<file path="config.mk">
export PLATFORM = sky130hd
export DESIGN_NAME = uart_program_loader
export DESIGN_NICKNAME = d
export VERILOG_FILES = /design/src/rtl/uart_program_loader_pkg.sv /design/src/rtl/uart_program_loader_if.sv /design/src/rtl/uart_program_loader_rx_core.sv /design/src/rtl/uart_program_loader.sv
export SDC_FILE = /design/constraint.sdc
export NUM_CORES = 1
export LEC_CHECK = 0
export ABC_CLOCK_PERIOD_IN_PS = 2700
export BUFFER_PORTS_ARGS = -buffer_cell sky130_fd_sc_hd__buf_4
export CAP_MARGIN = 15
export CORE_MARGIN = 1.5
export CORE_UTILIZATION = 55
export CTS_CLUSTER_SIZE = 40
export DETAILED_ROUTE_END_ITERATION = 8
export GPL_ROUTABILITY_DRIVEN = 1
export PLACE_DENSITY_LB_ADDON = 0.05
export SYNTH_ARGS = -nofsm -noshare
export SYNTH_HDL_FRONTEND = slang
export SYNTH_SLANG_ARGS = --single-unit
</file>
<file path="constraint.sdc">
create_clock -name clock -period 2.7 [get_ports clock]
set_input_delay 0.54 -clock clock [delete_from_list [all_inputs] [get_ports clock]]
set_output_delay 0.54 -clock clock [all_outputs]
set_load 0.005 [all_outputs]
</file>
<file path="src/rtl/uart_program_loader_pkg.sv">
// Shared types and constants for the serial program loader.
// Frame: 0xA5, length, data bytes, 8-bit wrapping checksum.
package loader_pkg;

    typedef enum logic [2:0] {
        IDLE,
        LEN,
        DATA,
        SUM,
        DONE,
        ERR
    } state_t;

    typedef enum logic [1:0] {
        RX_IDLE,
        RX_START,
        RX_BITS,
        RX_STOP
    } rx_state_t;

    localparam logic [7:0] HDR_BYTE = 8'hA5;
    localparam logic [7:0] ACK_BYTE = 8'h06;
    localparam logic [7:0] NAK_BYTE = 8'h15;

    // A length byte of zero stands for a full 256-byte image
    function automatic logic [8:0] frame_len(input logic [7:0] l);
        return (l == 8'd0) ? 9'd256 : {1'b0, l};
    endfunction

endpackage

</file>
<file path="src/rtl/uart_program_loader_if.sv">
// Byte stream from the serial receiver to the loader FSM.
// The receiver is the master; the loader consumes as slave.
interface uart_program_loader_if;

    logic       byte_valid;
    logic [7:0] byte_data;
    logic       frame_err;

    modport master (
        output byte_valid,
        output byte_data,
        output frame_err
    );

    modport slave (
        input byte_valid,
        input byte_data,
        input frame_err
    );

endinterface

</file>
<file path="src/rtl/uart_program_loader_rx_core.sv">
// 8N1 receiver: 2-flop synchronizer, half-bit start check,
// mid-bit sampling, one-cycle byte_valid / frame_err pulses.
module uart_rx_core
    import loader_pkg::*;
#(
    parameter int CLKS_PER_BIT = 434
) (
    input  logic clock,
    input  logic reset,
    input  logic rx,
    uart_program_loader_if.master rxb
);

    localparam int CW = $clog2(CLKS_PER_BIT);
    localparam logic [CW-1:0] LAST = CW'(CLKS_PER_BIT - 1);
    localparam logic [CW-1:0] HALF = CW'(CLKS_PER_BIT / 2 - 1);

    logic          sync1;
    logic          sync2;
    logic          prev;
    rx_state_t     state;
    rx_state_t     state_n;
    logic [CW-1:0] cnt;
    logic [CW-1:0] cnt_n;
    logic [2:0]    nbit;
    logic [2:0]    nbit_n;
    logic [7:0]    shift;
    logic [7:0]    shift_n;
    logic [7:0]    data;
    logic [7:0]    data_n;
    logic          valid;
    logic          valid_n;
    logic          ferr;
    logic          ferr_n;

    always_ff @(posedge clock or posedge reset) begin
        if (reset) begin
            sync1 <= 1'b1;
            sync2 <= 1'b1;
            prev  <= 1'b1;
            state <= RX_IDLE;
            cnt   <= '0;
            nbit  <= '0;
            shift <= '0;
            data  <= '0;
            valid <= 1'b0;
            ferr  <= 1'b0;
        end else begin
            sync1 <= rx;
            sync2 <= sync1;
            prev  <= sync2;
            state <= state_n;
            cnt   <= cnt_n;
            nbit  <= nbit_n;
            shift <= shift_n;
            data  <= data_n;
            valid <= valid_n;
            ferr  <= ferr_n;
        end
    end

    always_comb begin
        state_n = state;
        cnt_n   = cnt + 1'b1;
        nbit_n  = nbit;
        shift_n = shift;
        data_n  = data;
        valid_n = 1'b0;
        ferr_n  = 1'b0;
        unique case (state)
            RX_IDLE: begin
                cnt_n = '0;
                if (prev && !sync2)
                    state_n = RX_START;
            end
            RX_START: begin
                // A start that is gone by mid-bit was a glitch
                if (cnt == HALF) begin
                    cnt_n   = '0;
                    nbit_n  = '0;
                    state_n = sync2 ? RX_IDLE : RX_BITS;
                end
            end
            RX_BITS: begin
                if (cnt == LAST) begin
                    cnt_n   = '0;
                    shift_n = {sync2, shift[7:1]};
                    nbit_n  = nbit + 1'b1;
                    if (nbit == 3'd7)
                        state_n = RX_STOP;
                end
            end
            RX_STOP: begin
                if (cnt == LAST) begin
                    cnt_n   = '0;
                    state_n = RX_IDLE;
                    if (sync2) begin
                        valid_n = 1'b1;
                        data_n  = shift;
                    end else begin
                        ferr_n = 1'b1;
                    end
                end
            end
            default: state_n = RX_IDLE;
        endcase
    end

    assign rxb.byte_valid = valid;
    assign rxb.byte_data  = data;
    assign rxb.frame_err  = ferr;

endmodule

</file>
<file path="src/rtl/uart_program_loader.sv">
// Boot loader: receives an image on rx, writes imem, holds the CPU.
// Optional ACK/NAK on tx: define UART_PROGRAM_LOADER_ACK_EN.
module uart_program_loader
    import loader_pkg::*;
#(
    parameter int CLKS_PER_BIT = 434
) (
    input  logic       clock,
    input  logic       reset,
    input  logic       rx,
    output logic       cpu_hold,
    output logic       imem_w_en,
    output logic [7:0] imem_addr,
    output logic [7:0] imem_w_data,
    output logic       done,
    output logic       error,
    output logic       tx
);

    uart_program_loader_if rxb ();

    uart_rx_core #(
        .CLKS_PER_BIT(CLKS_PER_BIT)
    ) u_rx (
        .clock(clock),
        .reset(reset),
        .rx   (rx),
        .rxb  (rxb)
    );

    state_t     state;
    state_t     state_n;
    logic [8:0] n_bytes;
    logic [8:0] idx;
    logic [7:0] sum;
    logic       load_len;
    logic       take;

    always_comb begin
        state_n  = state;
        load_len = 1'b0;
        take     = 1'b0;
        unique case (state)
            IDLE: begin
                if (rxb.byte_valid && rxb.byte_data == HDR_BYTE)
                    state_n = LEN;
            end
            LEN: begin
                if (rxb.frame_err) begin
                    state_n = ERR;
                end else if (rxb.byte_valid) begin
                    load_len = 1'b1;
                    state_n  = DATA;
                end
            end
            DATA: begin
                if (rxb.frame_err) begin
                    state_n = ERR;
                end else if (rxb.byte_valid) begin
                    take = 1'b1;
                    if (idx + 9'd1 == n_bytes)
                        state_n = SUM;
                end
            end
            SUM: begin
                if (rxb.frame_err)
                    state_n = ERR;
                else if (rxb.byte_valid)
                    state_n = (rxb.byte_data == sum) ? DONE : ERR;
            end
            DONE: state_n = DONE;
            ERR: begin
                if (rxb.byte_valid && rxb.byte_data == HDR_BYTE)
                    state_n = LEN;
            end
            default: state_n = IDLE;
        endcase
    end

    always_ff @(posedge clock or posedge reset) begin
        if (reset) begin
            state       <= IDLE;
            n_bytes     <= '0;
            idx         <= '0;
            sum         <= '0;
            imem_w_en   <= 1'b0;
            imem_addr   <= '0;
            imem_w_data <= '0;
        end else begin
            state     <= state_n;
            imem_w_en <= take;
            if (load_len) begin
                n_bytes <= frame_len(rxb.byte_data);
                idx     <= '0;
                sum     <= '0;
            end
            if (take) begin
                imem_addr   <= idx[7:0];
                imem_w_data <= rxb.byte_data;
                sum         <= sum + rxb.byte_data;
                idx         <= idx + 9'd1;
            end
        end
    end

    assign cpu_hold = (state != DONE);
    assign done     = (state == DONE);
    assign error    = (state == ERR);

`ifdef UART_PROGRAM_LOADER_ACK_EN
    localparam int CW = $clog2(CLKS_PER_BIT);
    localparam logic [CW-1:0] LAST = CW'(CLKS_PER_BIT - 1);

    state_t        prev_state;
    logic          tx_busy;
    logic [9:0]    tx_shift;
    logic [3:0]    tx_left;
    logic [CW-1:0] tx_cnt;
    logic          entered;

    assign entered = (state != prev_state) &&
                     (state == DONE || state == ERR);

    // A running NAK finishes before any new reply starts
    always_ff @(posedge clock or posedge reset) begin
        if (reset) begin
            prev_state <= IDLE;
            tx_busy    <= 1'b0;
            tx_shift   <= '1;
            tx_left    <= '0;
            tx_cnt     <= '0;
        end else begin
            prev_state <= state;
            if (!tx_busy && entered) begin
                tx_busy  <= 1'b1;
                tx_shift <= {1'b1,
                             (state == DONE) ? ACK_BYTE : NAK_BYTE,
                             1'b0};
                tx_left  <= 4'd10;
                tx_cnt   <= '0;
            end else if (tx_busy) begin
                if (tx_cnt == LAST) begin
                    tx_cnt   <= '0;
                    tx_shift <= {1'b1, tx_shift[9:1]};
                    tx_left  <= tx_left - 4'd1;
                    if (tx_left == 4'd1)
                        tx_busy <= 1'b0;
                end else begin
                    tx_cnt <= tx_cnt + 1'b1;
                end
            end
        end
    end

    assign tx = tx_busy ? tx_shift[0] : 1'b1;
`else
    assign tx = 1'b1;
`endif

endmodule

</file>
Word-level counts from Yosys, hierarchy flattened:

Cells that the tools add are included.
W data, S select, Z words.

* add/sub/neg operators: 4
* equal/unequal tests: 25
* mux-type cells: 38
* reduce and logical (&&, ||, !) cells: 15

Operators by type and width (number)
* $mux W9: 5
* $mux W3: 10
* $pmux W9 S3: 1
* $add A9 B1 Y9 const B: 2
* $mux W8: 2
* $pmux W3 S5: 1
* $mux W2: 6
* $ne A2 B1 Y1 const B: 6
* $mux W1: 11
* $reduce_and A5 Y1: 2
* $eq A3 B3 Y1 const B: 3
* $eq A9 B8 Y1 const B: 1
* $eq A9 B9 Y1: 1
* $eq A9 B9 Y1 const B: 1
* $ne A3 B1 Y1 const B: 3
* $add A8 B8 Y8: 1
* $eq A8 B8 Y1: 1
* $eq A8 B8 Y1 const B: 1
* $logic_not A8 Y1: 1
* $pmux W2 S4: 1
* $eq A3 B2 Y1 const B: 2
* $pmux W3 S2: 1
* $reduce_and A3 Y1: 2
* $eq A2 B2 Y1 const B: 2
* 12 further kinds: 15

* register bits: 81
* output and inout port bits: 21
* logic and storage cells: 99

Longest topological paths before layout:

* depth in word-level cells: 6
* depth in mapped cells: 8
* gate-level depth less buffers: 7

By module:

A second synthesis with hierarchy kept.

* cells, all modules: 397
* area total of the unflattened synthesis: 4073.9 um^2

By module, submodules not included
* uart_program_loader: instances 1, cells each 283, area each 2596.2 um^2, sequential area each 1151.1 um^2
* uart_rx_core: instances 1, cells each 114, area each 1477.7 um^2, sequential area each 879.6 um^2

Worst setup path after synthesis:

OpenSTA, ideal clock, no wires.

* kind: flip-flop to flip-flop
* start: reg u_rx.data[0], in the netlist u_rx.rxb.byte_data[0]
* end: reg sum[6]
* setup time: 0.122 ns
* arrival: 1.650 ns
* required time: 2.578 ns
* slack: 0.928 ns
* stages on the path, launching flop included: 8
* path buffers: 0
* path through: dfrtp_1 -> ha_1 -> fa_1 -> a21o_1 -> a21oi_1 -> o21bai_1 -> mux2i_1 -> nand2_1

* longest elaborated chain between the ends: 2

Ends and longest elaborated chain
* from (decl): line uart_program_loader_rx_core.sv:29 `logic [7:0] data;`
* from (signal assigned): line uart_program_loader_rx_core.sv:56 `data <= data_n;`
* $add A8 B8 Y8: line uart_program_loader.sv:100 `sum <= sum + rxb.byte_data;`
* $mux W8: line uart_program_loader.sv:97 `if (take) begin`
* to (signal assigned): line uart_program_loader.sv:100
* to (decl): line uart_program_loader.sv:35 `logic [7:0] sum;`

No other way between the ends.
A chain may end at the register's enable or synchronous reset.

Worst setup path in the final report:

* start: reg state[0]
* end: out error

* longest elaborated chain between the ends: 1

Ends and longest elaborated chain
* from (decl): line uart_program_loader.sv:31 `state_t state;`
* from (signal assigned): line uart_program_loader.sv:90 `state <= state_n;`
* $eq A3 B3 Y1: line uart_program_loader.sv:108 `assign error = (state == ERR);`
* to (decl): line uart_program_loader.sv:16 `output logic error,`

No other way between the ends.

==> impl_metrics.env <==
export IMPL_status="finished, final reports clean"
export IMPL_fillers=608
export IMPL_path_delay_family="flip-flops"
export IMPL_initial_core_util_pct=57.5
export IMPL_htreeDepth=3
export IMPL_area_delta_synth_final_pct=9.09
export IMPL_synth_cells=407
export IMPL_wl_per_cell_um=15.8
export IMPL_path_cells="nor2b_1, and2_1, buf_4"
export IMPL_first_iter_violations=144
export IMPL_worstSetupPathType="reg2out"
export IMPL_slew_violations=0
export IMPL_overflow=0
export IMPL_yosysTopAreaCell="dfrtp_1"
export IMPL_path_clk_slew_ns=0.08
export IMPL_setup_worst_path_start_class="flop"
export IMPL_numPortBuffers=22
export IMPL_min_period_over_period_pct=72.5
export IMPL_synth_area_um2=4210
export IMPL_dp_hpwl_um=5740
export IMPL_antenna_found_initial=0
export IMPL_cp_end_kind="output pin"
export IMPL_cts_root_buf="clkbuf_8"
export IMPL_grt_pass1_vias=2943
export IMPL_cts_tree="yes"
export IMPL_drc=0
export IMPL_drt_pass1_iterations=4
export IMPL_setup_viol=0
export IMPL_cts_made_buffers=9
export IMPL_die_w_um=90.5
export IMPL_cpMaxStageDelayCell="dfrtp_1"
export IMPL_path_buf_inv=1
export IMPL_clock_latency_ns=0.34
export IMPL_netlist_top_cells_area="dfrtp_1 (46%), mux2_2 (6.7%), nand2_1 (6.0%)"
export IMPL_synth_top_cell_area_share_pct=46.3
export IMPL_crit_fanout=10
export IMPL_required_ns=2.16
export IMPL_gp_congestion=0.811
export IMPL_vias=2986
export IMPL_synth_edf_count=0
export IMPL_skew_ns=0.00760
export IMPL_p_per_area_nw_per_um2=520
export IMPL_hold_buffers=0
export IMPL_max_freq_mhz=511
export IMPL_core_area_um2=7330
export IMPL_nets=445
export IMPL_ys_seq_area_share_pct=48.2
export IMPL_synth_cell_types=68
export IMPL_fin_ws_ns=0.743
export IMPL_tns_ns=0
export IMPL_fin_crit_ns=1.96
export IMPL_syn_mean_instance_area_um2=10.4
export IMPL_total_power_w=0.00239
export IMPL_fp_dieH_um=90.5
export IMPL_postCtsSetupBuffers=0
export IMPL_io_pins=24
export IMPL_antenna_left=0
export IMPL_critPathArrivalTime_ns=1.42
export IMPL_syn_nets=428
export IMPL_yosys_warnings=0
export IMPL_leakage_nw=2.33
export IMPL_hold_viol=0
export IMPL_drive_gt1_share_pct=18.9
export IMPL_grt_pass1_wl_um=14200
export IMPL_worst_pin_slew_ns=0.831
export IMPL_wl_um=8320
export IMPL_synthFlopType="dfrtp_1"
export IMPL_rows=31
export IMPL_relSlewSlack_pct=44.4
export IMPL_grt_usage_pct=21.9
export IMPL_post_cts_resized=0
export IMPL_ir_worst_vdd_v=0.000464
export IMPL_maxCapViolCount=0
export IMPL_dieArea_um2=8190
export IMPL_grt_max_degree=49
export IMPL_rsz0062_at_grt="no"
export IMPL_synthArstFlopShare_pct=100
export IMPL_hold_path_class="in2async"
export IMPL_dpl_worst_slack_ns=0.770
export IMPL_diodes=0
export IMPL_critPathMaxStageDelay_ns=0.54
export IMPL_clockBufferDepth=2
export IMPL_ys_ff_latch=81
export IMPL_avgViaCountPerCell=5.67
export IMPL_cts_num_sinks=81
## through the flow
step	cell area, µm²	utilization [%]	hold WS (ns)	std cells
6_report	4600	62.7	0.249	527
5_1_grt	4600	62.7	0.270	527
4_1_cts	4600	62.7	0.254	527
3_5_place_dp	4430	60.4	0.349	512
3_3_place_gp	4430	60.4	0.347	512
2_1_floorplan	4210	-	0.345	407
## cells in the final DEF (no fill, tap or decap), types with 7 or more instances in the layout
master and count:
nor3_1 7, nand3_1 11, xnor2_1 8, mux2_2 25
ha_1 17, nand2_1 67, dfrtp_1 78, nor2_1 25
xor2_1 11, buf_4 23, o21ai_0 19, inv_1 17
and3_1 9, a21oi_1 12, clkbuf_8 10
## synthesized netlist by cell type (all sizes together), types with 3 or more instances
| master | n |
|---|---|
| xor2 | 11 |
| a22o | 6 |
| ha | 17 |
| nand2 | 69 |
| o211ai | 4 |
| a21oi | 12 |
| nor3 | 9 |
| mux2i | 4 |
| xnor2 | 8 |
| and3 | 10 |
| nand2b | 4 |
| nand4 | 3 |
| nor2b | 4 |
| nor4 | 4 |
| dfstp | 3 |
| dfrtp | 78 |
| o21ai | 20 |
| a31oi | 3 |
| nor2 | 26 |
| inv | 18 |
| nand3 | 13 |
| buf | 12 |
| clkbuf | 6 |
| o31ai | 3 |
| mux2 | 25 |
## cell families (layout without fill, tap and decap cells)
kind of cell    after synthesis  in the layout  share of synthesized area (%)
xor+xnor                     20             20                           4.48
compound gates               66             66                           11.0
fa+ha+maj                    19             19                           5.76
buf+inv                      37             58                           4.22
simple gates                154            154                           18.7
flops                        81             81                           48.2
other cells                   1              1                         0.0890
mux                          29             29                           7.63
## layer usage
metal	routed length, µm	up-vias	track usage (%)
met4	116	0	6.75
met3	264	11	5.47
met1	3660	1484	26.8
li1	-	1451	-
met5	0	-	0
met2	4280	40	38.0
## path summary, 6_finish.rpt
kind,end,cells past startpoint,startpoint,slack [ns]
max,error,3,state[0],0.74
min,asynchronous set/reset pin,2,reset,0.25
max reg2reg,state[0],6,idx[0],0.76
min reg2reg,u_rx.sync2,0,u_rx.sync1,0.36
max in group asynchronous,idx[2],3,reset,1.81
min in group clock,u_rx.sync1,1,rx,0.30
## power breakdown
group	switching [W]	total [W]	internal (W)	leakage, nW
combinational	0.000195	0.000326	0.000130	1.13
clock	0.000429	0.000785	0.000356	0.0818
sequential	0.0000346	0.00128	0.00125	1.12
## worst register-to-register path, cell delays in order (launching register included)
cell	delay [ns]
dfrtp_1	0.50
ha_1	0.34
nand3_2	0.19
nor3_4	0.27
xnor2_1	0.12
a41oi_1	0.24
o21ba_1	0.18
## state kept, by name (all words and copies together), names as in the netlist, 3 cells and up, named ones only
signal,count
u_rx.shift,8
imem_addr,8
n_bytes,9
u_rx.rxb.byte_data,8
idx,9
state,3
u_rx.cnt,9
u_rx.nbit,3
sum,8
imem_w_data,8
## cell type report
| class | instances | area (µm²) | area share, % |
|---|---|---|---|
| Clock buffer | 11 | 141 | 3.08 |
| Sequential cell | 81 | 2030 | 44.2 |
| Clock inverter | 4 | 28.8 | 0.626 |
| Tap cell | 99 | 124 | 2.70 |
| Timing Repair Buffer | 24 | 193 | 4.19 |
| Inverter | 19 | 73.8 | 1.61 |
| Multi-Input combinational cell | 289 | 2000 | 43.6 |
(Power assumes the default switching activity.)
